<file path="src/rtl/dp_pkg.sv">
// dp_pkg: shared datapath constants and helpers for the VU lane blocks
package dp_pkg;
  localparam int DP_LANE_W = 16;
  function automatic int clog2(input int n);
    int r;
    r = 0;
    while ((1 << r) < n) r = r + 1;
    return r;
  endfunction
endpackage

</file>
<file path="src/rtl/dp_fifo16_if.sv">
// dp_fifo16_if: valid/ready bundle for one lane queue
// master: producer/consumer side (drives in_valid, in_data, out_ready)
// slave:  queue side (drives in_ready, out_valid, out_data, count)
interface dp_fifo16_if import dp_pkg::*; #(
  parameter int WIDTH = DP_LANE_W,
  parameter int DEPTH = 4
);
  localparam int AW = clog2(DEPTH);
  logic             in_valid;
  logic             in_ready;
  logic [WIDTH-1:0] in_data;
  logic             out_valid;
  logic             out_ready;
  logic [WIDTH-1:0] out_data;
  logic [AW:0]      count;
  modport master (output in_valid, in_data, out_ready, input in_ready, out_valid, out_data, count);
  modport slave (input in_valid, in_data, out_ready, output in_ready, out_valid, out_data, count);
endinterface

</file>
<file path="src/rtl/dp_fifo16_mem.sv">
// dp_fifo16_mem: DEPTH x WIDTH register array, one write port, one async read port
// Ports: clk, we/waddr/wdata (write on rising edge), raddr/rdata (combinational read)
module dp_fifo16_mem import dp_pkg::*; #(
  parameter int WIDTH = DP_LANE_W,
  parameter int DEPTH = 4,
  parameter int AW = clog2(DEPTH)
) (
  input  logic             clk,
  input  logic             we,
  input  logic [AW-1:0]    waddr,
  input  logic [WIDTH-1:0] wdata,
  input  logic [AW-1:0]    raddr,
  output logic [WIDTH-1:0] rdata
);
  logic [WIDTH-1:0] mem_q [DEPTH];
  logic [WIDTH-1:0] mem_d [DEPTH];
  always_comb begin
    mem_d = mem_q;
    if (we) mem_d[waddr] = wdata;
  end
  // Storage is intentionally not reset; out_data is don't-care while empty.
  always_ff @(posedge clk) mem_q <= mem_d;
  assign rdata = mem_q[raddr];
endmodule

</file>
<file path="src/rtl/dp_fifo16.sv">
// dp_fifo16: elastic valid/ready lane queue between the lane buffer and the lane consumer
// Ports: clk, reset (async assert, active-high), bus (slave side of dp_fifo16_if:
//   in_valid/in_ready/in_data producer side, out_valid/out_ready/out_data consumer side, count)
module dp_fifo16 import dp_pkg::*; #(
  parameter int WIDTH = DP_LANE_W,
  parameter int DEPTH = 4
) (
  input logic        clk,
  input logic        reset,
  dp_fifo16_if.slave bus
);
  localparam int AW = clog2(DEPTH);
  localparam logic [AW:0] FULL = (AW+1)'(DEPTH);
  logic [AW-1:0] wr_ptr_q, wr_ptr_d, rd_ptr_q, rd_ptr_d;
  logic [AW:0]   count_q, count_d;
  logic          push, pop;
  // Flags decode registered count only, so out_ready never reaches in_ready.
  assign bus.in_ready  = count_q != FULL;
  assign bus.out_valid = count_q != '0;
  assign bus.count     = count_q;
  assign push = bus.in_valid & bus.in_ready;
  assign pop  = bus.out_valid & bus.out_ready;
  always_comb begin
    wr_ptr_d = push ? wr_ptr_q + 1'b1 : wr_ptr_q;
    rd_ptr_d = pop ? rd_ptr_q + 1'b1 : rd_ptr_q;
    count_d  = (push && !pop) ? count_q + 1'b1 : (pop && !push) ? count_q - 1'b1 : count_q;
  end
  always_ff @(posedge clk or posedge reset) begin
    if (reset) begin
      wr_ptr_q <= '0;
      rd_ptr_q <= '0;
      count_q  <= '0;
    end else begin
      wr_ptr_q <= wr_ptr_d;
      rd_ptr_q <= rd_ptr_d;
      count_q  <= count_d;
    end
  end
  dp_fifo16_mem #(.WIDTH(WIDTH), .DEPTH(DEPTH), .AW(AW)) u_mem (
    .clk   (clk),
    .we    (push),
    .waddr (wr_ptr_q),
    .wdata (bus.in_data),
    .raddr (rd_ptr_q),
    .rdata (bus.out_data)
  );
  a_count_range: assert property (@(posedge clk) disable iff (reset) count_q <= FULL);
  a_no_push_full: assert property (@(posedge clk) disable iff (reset) !(push && count_q == FULL));
  a_no_pop_empty: assert property (@(posedge clk) disable iff (reset) !(pop && count_q == '0));
endmodule

</file>
<file path="src/flat_wrapper.sv">
// flat-port wrapper written by rule: the top's interface ports become plain ports
module dp_fifo16_flat import dp_pkg::*;
#(
  parameter int WIDTH = DP_LANE_W,
  parameter int DEPTH = 4
)
  (clk, reset, bus_in_valid, bus_in_data, bus_out_ready, bus_in_ready, bus_out_valid, bus_out_data, bus_count);
  dp_fifo16_if #(.WIDTH(WIDTH), .DEPTH(DEPTH)) bus_i ();
  input logic clk;
  input logic reset;
  input wire logic [$bits(bus_i.in_valid)-1:0] bus_in_valid;
  input wire logic [$bits(bus_i.in_data)-1:0] bus_in_data;
  input wire logic [$bits(bus_i.out_ready)-1:0] bus_out_ready;
  output wire logic [$bits(bus_i.in_ready)-1:0] bus_in_ready;
  output wire logic [$bits(bus_i.out_valid)-1:0] bus_out_valid;
  output wire logic [$bits(bus_i.out_data)-1:0] bus_out_data;
  output wire logic [$bits(bus_i.count)-1:0] bus_count;
  assign bus_i.in_valid = bus_in_valid;
  assign bus_i.in_data = bus_in_data;
  assign bus_i.out_ready = bus_out_ready;
  assign bus_in_ready = bus_i.in_ready;
  assign bus_out_valid = bus_i.out_valid;
  assign bus_out_data = bus_i.out_data;
  assign bus_count = bus_i.count;
  dp_fifo16 #(.WIDTH(WIDTH), .DEPTH(DEPTH)) u_core (.clk(clk), .reset(reset), .bus(bus_i));
endmodule
</file>
<file path="config.mk">
export PLATFORM = sky130hd
export DESIGN_NAME = dp_fifo16_flat
export DESIGN_NICKNAME = d
export VERILOG_FILES = /design/src/rtl/dp_pkg.sv /design/src/rtl/dp_fifo16_if.sv /design/src/rtl/dp_fifo16_mem.sv /design/src/rtl/dp_fifo16.sv /design/src/flat_wrapper.sv
export SDC_FILE = /design/constraint.sdc
export NUM_CORES = 1
export LEC_CHECK = 0
export ABC_AREA = 0
export BUFFER_PORTS_ARGS = -buffer_cell sky130_fd_sc_hd__buf_2
export CORE_ASPECT_RATIO = 0.7
export CORE_UTILIZATION = 50
export CTS_CLUSTER_DIAMETER = 50
export DETAILED_ROUTE_END_ITERATION = 8
export GPL_TIMING_DRIVEN = 1
export PLACE_DENSITY = 0.77
export SLEW_MARGIN = 40
export SYNTH_ARGS = -nofsm -noshare
export SYNTH_HDL_FRONTEND = slang
export SYNTH_SLANG_ARGS = --single-unit
</file>
<file path="constraint.sdc">
create_clock -name clk -period 1.9 [get_ports clk]
set_input_delay 0.285 -clock clk [delete_from_list [all_inputs] [get_ports clk]]
set_output_delay 0.285 -clock clk [all_outputs]
set_load 0.02 [all_outputs]
</file>
Word-level counts from Yosys, hierarchy flattened --
Cells that the tools add are included.
Cells by class: $add $sub $neg 4, $mul 0, div/mod/pow operators 0, $lt $le $gt $ge 3, equal/unequal tests 1, shift-type cells 0, muxes and demuxes 8, bitwise operators 4, reductions and logical operators 7
Operator list (number):
- $bwmux 64 | 1
- $mux 16 | 3
- $bmux 16 s2 | 1
- $demux 16 s2 | 1
- $ge 3x3->1 const B | 2
- $mux 3 | 2
- $not 2->3 | 2
- $add 2x1->2 const B | 2
- $add 3x1->3 const B | 1
- $logic_and 1x1->1 | 3
- $lt 3x1->1 const B | 1
- $ne 3x3->1 const B | 1
- $reduce_bool 3->1 | 1
- $sub 3x1->3 const B | 1
- $and 1x1->1 | 2
- $logic_not 1->1 | 2
- $reduce_bool 2->1 | 1
Storage, ports and cells: flip-flop bits (word level) 71, latch bits 0, bits in writable memories 0, memory bits (read-only) 0, input port bits 20, output and inout bits 21, word-level logic and storage cells 34, memories 0

Depth between registers and ports, before layout --
depth after elaboration 6, mapped depth 8, gate-level depth less buffers 8

Hierarchy --
From an unflattened synthesis, not the netlist that was laid out.
Second synthesis, totals: cell total of the unflattened synthesis 114, area total of the unflattened synthesis 2706.3 um2
Modules (own cells, without submodules):
- dp_fifo16_mem | instances 1, cells an instance 88, area an instance 2377.3 um2, seq. area each 1921.8 um2
- dp_fifo16 | instances 1, cells an instance 26, area an instance 329.1 um2, seq. area each 175.2 um2

Worst setup path before layout --
No wires, ideal clock.
path kind reg-to-reg, start reg u_core.count_q[0] (netlist: u_core.bus.count[0]), end reg u_core.count_q[2] (netlist: u_core.bus.count[2]), setup time 0.080 ns, data arrival time 2.154 ns, data required time 1.820 ns, path slack -0.334 ns, cell stages (with the launch flop) 9, buffers on the path 0, period minus slack after synthesis 2.234 ns, cell sequence dfrtp_1 or3_1 nand2_1 ha_1 inv_1 fa_1 xor2_1 nor2_1 xor2_1
On the way: longest elaborated chain between the ends 5, elaborated cells on any way between the ends 13, those cells by class add/sub (2); eq/ne (1); mux (2); bitwise (2); reduce/logical (6)
Ends and longest elaborated chain:
- start, declared | line dp_fifo16.sv:15 | logic [AW:0] count_q, count_d;
- start signal, assigned | line dp_fifo16.sv:36 | count_q <= count_d;
- $reduce_bool 3->1 * | line dp_fifo16.sv:19 | assign bus.out_valid = count_q != '0;
- net bus_out_valid | line flat_wrapper.sv:15 | output wire logic [$bits(bus_i.out_valid)-1:0] bus_out_valid;
- $and 1x1->1 * | line dp_fifo16.sv:22 | assign pop = bus.out_valid & bus.out_ready;
- $logic_not 1->1 | line dp_fifo16.sv:26 | count_d = (push && !pop) ? count_q + 1'b1 : (pop && !push) ? count_q - 1'b1 : count_q;
- $logic_and 1x1->1 | line dp_fifo16.sv:26
- $mux 3 / $reduce_bool 2->1 (equally long branches)
The timed path passes the listed nets; every way through them passes the cells marked *. The select of a mux whose other input is x is not followed. A chain may end at the register's enable or synchronous reset.

Final worst setup path --
start reg u_core.count_q[1] (netlist: u_core.bus.count[1]), end reg u_core.count_q[2] (netlist: u_core.bus.count[2])
On the way: longest elaborated chain between the ends 5, elaborated cells on any way between the ends 13, those cells by class add/sub (2); eq/ne (1); mux (2); bitwise (2); reduce/logical (6)
Ends and longest elaborated chain:
- parallel branches: the longest is 5 deep, another holds $sub 3x1->3
Parallel ways; which one is timed is not known. The select of a mux whose other input is x is not followed.

==> results.yml <==
timing:
  finalSetupViolCount: 7
  finalHoldViolCount: 0
  rsz0062_at_grt: "true"
  finClkSkew_ns: 0.00873
  drv_slew: 0
  fin_hold_ws_ns: 0.161
  slew_headroom_pct: 69.3
  setup_slack_ns: -0.108
  timing.fmax_mhz: 498
  worstMarginPinSlew_ns: 0.460
  period_share_pct: 106
  period_needed_ns: 2.01
cts:
  cts_max_level: 3
  clk_latency_ns: 0.34
  cts_buffers: 9
  cts_tree: "yes"
  clock_path_buffers: 2
  cts.sinks: 71
  clk_pin_slew_worst_paths_ns: 0.07
  root_buffer: "clkbuf_8"
placed_design:
  portBuffers: 40
  dp_slack_ns: -0.133
  gp_congestion: 0.763
  hpwlAfterDp_mm: 2.96
finish:
  multi_input_area_sq_um: 638
  layout-drive-gt1-share_pct: 52.1
  fin_nets: 215
  final_core_util_pct: 65.2
  final-seq-area_sq_um: 2100
  fill_cells: 372
  n_antenna_cell: 0
  syn2layout_area_growth_pct: 24.6
route:
  via_per_inst: 5.18
  drtIter0Drc: 97
  drt_pre_antenna_iters: 4
  wire_per_inst_um: 17.7
  wl_met3_um: 221
  ant_nets: 0
  drc: 0
  maxUsedRoutingLayer: "met4"
  drt-total-wl_mm: 4.72
  wl_met2_mm: 2.42
  vias: 1377
  wl_met1_mm: 1.98
yosys:
  netlist.area_leader.share_pct: 69.5
  syn_area_per_cell_sq_um: 23.0
  synth-edff-count: 64
  yosys_register_bits: 71
  synth_common_cells: "edfxtp_1 (64), mux4_1 (8), mux4_2 (8), dfrtp_1 (7), ha_1 (5)"
  synthFlopType: "edfxtp_1"
  netlist_instances: 120
  synth_most_common_cell: "edfxtp_1"
  syn_nets: 146
  yosys.area.top_type: "edfxtp_1"
  yosys-top-cells-area: "edfxtp_1 (70%), mux4_1 (7.6%), mux4_2 (6.5%), dfrtp_1 (6.3%), ha_1 (2.3%)"
  yosysSeqAreaShare_pct: 75.9
  ys_warn_count: 0
  async_flop_share_pct: 9.86
  synth.cell_area_sq_um: 2760
  synthDistinctLibCells: 19
power_and_ir_drop:
  switchingPower_uw: 1840
  power_leakage_uw: 0.00128
  p_sw_share_pct: 33.0
  p_comb_share_pct: 42.5
  p_seq_share_pct: 39.8
  internal_power_uw: 3730
  peakVddDrop_uv: 646
  p_clk_share_pct: 17.8
  p_per_area_nw_per_um2: 1610
worst_setup_path:
  crit_slowest_cell: "dfrtp_2"
  cp-end-kind: "flop"
  crit_top_cell: "xor2_1"
  critPathKind: "flop to flop"
  cp_top_family: "simple AND/OR/NAND/NOR gates"
  worstPathMaxFanout: 3
  critPathLaunchType: "flop"
  cp.arrival_ns: 2.25
  slowest_delay_ns: 0.42
  path_cells: "or3_4 -> nand2_4 -> ha_4 -> inv_2 -> fa_2 -> xor2_1 -> nor2_1 -> xor2_1"
  required_ns: 2.15
  path_buf_inv: 1
die:
  ios: 41
  dieArea_sq_um: 5830
  dieHeight_um: 64.2
  rows: 22
  core_area_sq_um: 5290
  start_util_pct: 52.3
  die_w_um: 90.9
global_route:
  grt_start_max_net_pins: 18
  grt_pass1_vias: 1512
  grt_overflow: 0
  grt_pass1_wl_mm: 7.65
  antenna_found_initial: 0
  grtUsageTotal_pct: 18.8
run_status:
  outcome: "finished with violations"
  failed_checks: "negative setup slack"
hold_path:
  hp-class: "input pin to flop"
run:
  max_cap_viol_count: 0
power by group through the flow:
stage | Clock [uW] | Combinational [uW] | Sequential [uW]
floorplan | 0 | 1320 | 2260
global placement | 0 | 1830 | 2230
detailed placement | 0 | 1930 | 2260
CTS | 1000 | 2290 | 2200
global route | 1080 | 2520 | 2240
finish | 988 | 2360 | 2210
kinds of logic after synthesis:
family,count (synthesis),synth area share [%]
adders and majority gates,6,2.99
DFF,71,75.9
muxes,18,14.9
and+or+nand+nor,10,1.86
xor gates and xnor gates,6,1.90
buffers and inverters,8,2.04
AOI/OAI and AO/OA,1,0.407
repair_timing:
item	CTS	global route
endpoints found under the setup margin	30	18
gates cloned	1	1
pin swaps	5	5
hold endpoints to repair	7	0
hold buffers	1	0
buffers inserted	10	6
resized for setup	17	17
registers in the layout, indices dropped and copies added (netlist names):
signal	flops
u_core.u_mem.mem_q	64
u_core.bus.count	3
u_core.rd_ptr_q	2
u_core.wr_ptr_q	2
placed cells by master, fill, tap and decap left out:
cell | synthesis | final
buf_4 | 0 | 17
ha_1 | 5 | 4
mux4_2 | 8 | 11
or3_4 | 0 | 1
buf_6 | 1 | 13
clkinv_1 | 0 | 2
and2_2 | 0 | 4
buf_2 | 2 | 31
inv_1 | 4 | 3
xor2_1 | 2 | 2
mux2_2 | 2 | 1
ha_4 | 0 | 1
nand3_1 | 1 | 1
mux4_1 | 8 | 5
inv_6 | 0 | 1
clkinvlp_4 | 0 | 1
dfrtp_2 | 0 | 2
clkbuf_8 | 0 | 9
dfrtp_1 | 7 | 5
fa_2 | 0 | 1
nor2_2 | 0 | 1
inv_2 | 0 | 1
edfxtp_1 | 64 | 64
clkinv_2 | 0 | 3
xnor2_1 | 4 | 4
nand2_4 | 0 | 1
mux2_4 | 0 | 1
dlygate4sd3_1 | 0 | 1
nand2_1 | 2 | 1
nor2_1 | 2 | 1
a21boi_2 | 1 | 1
metal layers:
layer | track usage [%] | vias up
li1 | - | 624
met1 | 22.4 | 702
met2 | 30.1 | 39
met3 | 7.38 | 12
met4 | 9.92 | 0
met5 | 0 | -
worst register-to-register path, delay by kind of cell, from the launching register on:
family,cells,cell delay [ns]
xor gates and xnor gates,2,0.35
adders and majority gates,2,0.46
buffers and inverters,1,0.03
DFF,1,0.42
and+or+nand+nor,3,0.66
worst paths after layout:
check                                           startpoint  slack [ns]  cells past startpoint                               end
max reg2reg                u_core.bus.count[1]$_DFFE_PP0P_       -0.11                      8   u_core.bus.count[2]$_DFFE_PP0P_
min reg2reg                 u_core.wr_ptr_q[1]$_DFFE_PP0P_        0.58                      1    u_core.wr_ptr_q[1]$_DFFE_PP0P_
min                                         bus_in_data[7]        0.16                      1  u_core.u_mem.mem_q[55]$_DFFE_PP_
max in group asynchronous                            reset        1.26                      3   u_core.bus.count[1]$_DFFE_PP0P_
min in group asynchronous                            reset        0.41                      3   u_core.bus.count[0]$_DFFE_PP0P_
max                        u_core.bus.count[1]$_DFFE_PP0P_       -0.11                      8   u_core.bus.count[2]$_DFFE_PP0P_
area by class of cell:
| class | instances | share of cell area [%] |
|---|---|---|
| clock buffer | 9 | 3.60 |
| clock inverter | 7 | 1.13 |
| inverter | 4 | 0.436 |
| multi-input combinational | 41 | 18.5 |
| sequential | 71 | 61.0 |
| tap | 72 | 2.62 |
| timing repair buffer | 62 | 12.7 |
metrics by stage:
stage / instance area, sq um / setup TNS, ns / std cells / total power, uW
global placement: 3090 / 0 / 233 / 4060
floorplan: 2790 / -0.158 / 120 / 3590
detailed placement: 3090 / -0.167 / 233 / 4190
global route: 3440 / -1.20 / 266 / 5850
finish: 3440 / -0.436 / 266 / 5560
CTS: 3410 / -0.642 / 261 / 5500
Note: power is estimated with default switching activity, not from simulation.
